**src/rtl/quadra_feeder.sv**
```systemverilog
// quadra_feeder: sweep sequencer that feeds x samples to the quadratic pipeline and counts returned results
// Ports: clk/rst (sync, active-high); cmd_*_i sweep command with cmd_valid_i/cmd_ready_o handshake;
//        x_o/x_dv_o samples to the pipeline; y_dv_i result strobes back; busy_o, done_o pulse, err_spurious_o sticky.
module quadra_feeder #(
  parameter int X_W   = 24,
  parameter int CNT_W = 16,
  parameter int GAP_W = 4
) (
  input  logic             clk,
  input  logic             rst,
  input  logic             cmd_valid_i,
  output logic             cmd_ready_o,
  input  logic [X_W-1:0]   cmd_start_i,
  input  logic [X_W-1:0]   cmd_step_i,
  input  logic [CNT_W-1:0] cmd_count_i,
  input  logic [GAP_W-1:0] cmd_gap_i,
  output logic [X_W-1:0]   x_o,
  output logic             x_dv_o,
  input  logic             y_dv_i,
  output logic             busy_o,
  output logic             done_o,
  output logic             err_spurious_o
);
  typedef enum logic [1:0] {IDLE, EMIT, GAP, DRAIN} state_t;
  state_t state_q, state_d;
  logic [X_W-1:0] x_q, x_d, value_q, value_d, step_q, step_d, v_src, s_src;
  logic [CNT_W-1:0] rem_q, rem_d, out_q, out_d, r_src;
  logic [GAP_W-1:0] gap_q, gap_d, gcnt_q, gcnt_d;
  logic x_dv_q, done_q, done_d, err_q, err_d, accept, spur, adv;
  assign cmd_ready_o = state_q == IDLE && !rst;
  assign busy_o = state_q != IDLE;
  assign accept = cmd_valid_i && cmd_ready_o;
  assign x_o = x_q;
  assign x_dv_o = x_dv_q;
  assign done_o = done_q;
  assign err_spurious_o = err_q;
  // The first sample of a sweep comes straight from the command, later ones from the latched running value.
  assign v_src = state_q == IDLE ? cmd_start_i : value_q;
  assign s_src = state_q == IDLE ? cmd_step_i : step_q;
  assign r_src = state_q == IDLE ? cmd_count_i : rem_q;
  assign spur = y_dv_i && !x_dv_q && out_q == '0;
  always_comb begin
    state_d = state_q;
    x_d = x_q;
    value_d = value_q;
    step_d = step_q;
    rem_d = rem_q;
    gap_d = gap_q;
    gcnt_d = gcnt_q;
    done_d = 1'b0;
    adv = 1'b0;
    out_d = (x_dv_q && !y_dv_i) ? out_q + 1'b1 : (y_dv_i && !x_dv_q && !spur) ? out_q - 1'b1 : out_q;
    err_d = (err_q && !accept) || spur;
    case (state_q)
      IDLE: if (accept) begin
        step_d = cmd_step_i;
        gap_d = cmd_gap_i;
        adv = cmd_count_i != '0;
        state_d = adv ? EMIT : DRAIN;
      end
      EMIT: if (rem_q == '0) state_d = DRAIN;
        else if (gap_q != '0) begin
          state_d = GAP;
          gcnt_d = gap_q;
        end else adv = 1'b1;
      GAP: begin
        gcnt_d = gcnt_q - 1'b1;
        adv = gcnt_q == GAP_W'(1);
        state_d = adv ? EMIT : GAP;
      end
      DRAIN: if (out_d == '0) begin
        done_d = 1'b1;
        state_d = IDLE;
      end
      default: state_d = IDLE;
    endcase
    // rem counts samples still to emit after the one being launched now.
    if (adv) begin
      x_d = v_src;
      value_d = v_src + s_src;
      rem_d = r_src - 1'b1;
    end
  end
  always_ff @(posedge clk) begin
    if (rst) begin
      state_q <= IDLE;
      x_q <= '0;
      x_dv_q <= 1'b0;
      value_q <= '0;
      step_q <= '0;
      rem_q <= '0;
      out_q <= '0;
      gap_q <= '0;
      gcnt_q <= '0;
      done_q <= 1'b0;
      err_q <= 1'b0;
    end else begin
      state_q <= state_d;
      x_q <= x_d;
      x_dv_q <= adv;
      value_q <= value_d;
      step_q <= step_d;
      rem_q <= rem_d;
      out_q <= out_d;
      gap_q <= gap_d;
      gcnt_q <= gcnt_d;
      done_q <= done_d;
      err_q <= err_d;
    end
  end
endmodule

```
**config.mk**
```make
export PLATFORM = sky130hd
export DESIGN_NAME = quadra_feeder
export DESIGN_NICKNAME = d
export VERILOG_FILES = /design/src/rtl/quadra_feeder.sv
export SDC_FILE = /design/constraint.sdc
export NUM_CORES = 1
export LEC_CHECK = 0
export CORE_ASPECT_RATIO = 1.1
export CORE_MARGIN = 10
export CORE_UTILIZATION = 60
export DETAILED_ROUTE_END_ITERATION = 7
export PLACE_DENSITY = 0.88
export SLEW_MARGIN = 20
export SYNTH_ARGS = -nofsm -noshare
export SYNTH_HDL_FRONTEND = slang
export SYNTH_SLANG_ARGS = --single-unit
```
**constraint.sdc**
```tcl
create_clock -name clk -period 5.6 [get_ports clk]
set_input_delay 1.12 -clock clk [delete_from_list [all_inputs] [get_ports clk]]
set_output_delay 1.12 -clock clk [all_outputs]
set_load 0.05 [all_outputs]
```
==> results.json <==
{
  "status": "finished clean",
  "die_h_um": 138,
  "rsz0062_at_grt": "no",
  "final_cell_mix": "309 x nand2_1, 117 x dfxtp_1, 99 x clkdlybuf4s50_1",
  "holdBufCountCts": 0,
  "ys_types": 81,
  "drc": 0,
  "drv_cap": 0,
  "multi_input_area_sq_mm": 0.00500,
  "path_clk_slew_ns": 0.06,
  "ctsRootBufferMaster": "clkbuf_16",
  "holdWs_ns": 0.450,
  "skew_ns": 0.0105,
  "power.switching_w": 0.00194,
  "ir_worst_vdd_uv": 354,
  "cp_max_fo": 35,
  "clock_latency_ns": 0.43,
  "ctsResizeCount": 0,
  "grt_max_degree": 69,
  "fin_tns_setup_ns": 0,
  "synthFlopType": "dfxtp_1",
  "r2r-start": "state_q[1]",
  "slowest_stage": "clkdlybuf4s50_1",
  "p_int_w": 0.00255,
  "cts_buffer_depth": 2,
  "yosysSeqAreaShare": 0.306,
  "grt_pass1_vias": 7644,
  "dp_hpwl_um": 14600,
  "synth-edff-count": 0,
  "worstSetupStartpointType": "flip-flop",
  "min_to": "x_o[1]",
  "holdPathStages": 2,
  "power_leakage_nw": 3.62,
  "cts_inserted_buffers": 17,
  "max_stage_delay_ns": 0.89,
  "relSlewSlack": 0.372,
  "start_util": 0.610,
  "reg2reg_to": "value_q[20]",
  "drive_gt1_frac": 0.0562,
  "tritoncts": "done",
  "crit_arrival_ns": 2.81,
  "hold_viol": 0,
  "worstPathRequired_ns": 4.48,
  "cts_sinks": 117,
  "wl_um": 21600,
  "yosys.area.top_type": "dfxtp_1",
  "switching_share": 0.432,
  "r2r_slack_ns": 1.70,
  "die-area_sq_mm": 0.0177,
  "worst_hold_path_type": "flip-flop to flip-flop",
  "grt_pass1_wl_um": 36000,
  "min-delay-start": "x_o[1]",
  "postCtsSetupBuffers": 0,
  "die_w_um": 128,
  "comb_power_share": 0.496,
  "synth_nets": 1165,
  "reg2regPathDepth": 12,
  "setup_viol": 0,
  "endpoint_kind": "output port",
  "antenna_found_initial": 0,
  "via_per_inst": 6.22,
  "ys_ff_latch": 117,
  "n_antenna_cell": 0,
  "synth_top_area_share": 0.306,
  "wl_per_cell_um": 16.7,
  "ant_nets": 0,
  "rows": 43,
  "synth-async-reset-ratio": 0,
  "synth.area.top_cells": "dfxtp_1 31%, nand2_1 15%, a21oi_1 5.5%, ha_1 4.7%, o21ai_0 3.7%",
  "syn_avg_cell_area_sq_um": 7.20,
  "postLayoutCoreUtil": 0.734,
  "power_density_mw_per_mm2": 488,
  "crit_type": "flip-flop to output port",
  "cts_max_level": 4,
  "io_pins": 101,
  "coreArea_sq_mm": 0.0125,
  "first_iter_violations": 672,
  "gp_congestion": 0.899,
  "worstMarginPinSlew_ns": 0.942,
  "yosys_warnings": 0,
  "pwr-share-clk": 0.226,
  "final_common_cell": "nand2_1",
  "overflow": 0,
  "nets": 1230,
  "syn_to_final_growth_pct": 20.3,
  "seq_area_sq_mm": 0.00234,
  "worstPathCellList": "nor2_4, inv_2, buf_4, clkdlybuf4s50_1",
  "num_vias": 8052,
  "synth_cells": 1063,
  "grt_util_all_layers": 0.239,
  "max_freq_mhz": 254,
  "drv_slew": 0,
  "pwr-share-seq": 0.278,
  "syn_area_sq_mm": 0.00765,
  "fin_crit_ns": 3.93,
  "drt_pass1_iterations": 5,
  "port_buffers": 100,
  "fin_crit_sh": 0.702,
  "nFillCells": 1003
}
==> power groups by stage <==
stage	Sequential [W]	Clock, W	Combinational [W]
6_report	0.00125	0.00101	0.00223
5_1_grt	0.00127	0.00106	0.00247
4_1_cts	0.00124	0.00102	0.00220
3_5_place_dp	0.00125	0	0.00216
3_3_place_gp	0.00124	0	0.00211
2_1_floorplan	0.00125	0	0.00166
==> sequential cells by signal (all words and copies together), names as in the netlist <==
name,cells
step_q,24
value_q,24
x_o,24
out_q,16
rem_q,16
gap_q,4
gcnt_q,4
state_q,2
done_o,1
err_spurious_o,1
x_dv_o,1
==> worst max-delay path: cells and delay by family, from the launching register on <==
kind | cells | cell delay, ns
buffers and inverters | 3 | 1.44
flip-flops | 1 | 0.70
AND/OR/NAND/NOR | 1 | 0.22
==> through the flow <==
step	cells	area, sq um	setup WS [ns]	total power (W)
detailed placement	1265	8640	1.43	0.00341
finish	1295	9200	1.67	0.00449
floorplan	1063	7650	1.92	0.00291
global route	1295	9200	1.43	0.00479
CTS	1294	9180	1.68	0.00445
global placement	1265	8640	1.48	0.00335
==> worst max path at each step <==
stage / end / slack [ns] / startpoint / cells after the start
6_report: busy_o / 1.67 / state_q[0] / 4
5_1_grt: value_q[20] / 1.43 / state_q[1] / 13
3_3_place_gp: value_q[20] / 1.48 / cmd_start_i[0] / 12
2_1_floorplan: value_q[20] / 1.92 / state_q[1] / 15
4_1_cts: busy_o / 1.68 / state_q[0] / 4
3_5_place_dp: value_q[20] / 1.43 / cmd_start_i[0] / 12
==> synthesized netlist by cell type (all sizes together) (6+ instances only) <==
cell and count:
o211ai 14, nor4 15, nor4b 7, or3 18
a211oi 12, inv 15, mux2i 10, nand4 8
nand2 309, a211o 8, and3 12, o21ai 63
nand2b 16, nor2 61, xor2 13, o21a 6
clkbuf 31, and2 6, a31o 6, xnor2 17
ha 29, nand3b 7, o2111ai 9, a21o 8
nor2b 7, a21oi 84, nor3 27, buf 31
nand3 22, a31oi 15, dfxtp 117
==> layout make-up <==
class / count / share of cell area
Multi-Input combinational cell: 869 / 0.543
Sequential cell: 117 / 0.254
Timing Repair Buffer: 108 / 0.116
Clock buffer: 24 / 0.0534
Tap cell: 157 / 0.0213
Inverter: 15 / 0.00612
Clock inverter: 5 / 0.00544
==> per-layer routing <==
| layer | wire length, um | vias to the layer above | track usage | part of all wire |
|---|---|---|---|---|
| li1 | - | 3894 | - | - |
| met2 | 10400 | 397 | 0.398 | 0.48 |
| met4 | 518 | 0 | 0.101 | 0.024 |
| met3 | 1820 | 56 | 0.0600 | 0.084 |
| met1 | 8820 | 3705 | 0.284 | 0.41 |
| met5 | 0 | - | 0 | 0 |
==> kinds of logic after synthesis <==
family / share of synthesized area
simple gates: 0.331
compound gates: 0.217
flops: 0.306
buf+inv: 0.0432
xor+xnor: 0.0344
fa+ha+maj: 0.0501
mux: 0.0175
Note: power is estimated with default switching activity, not from simulation.
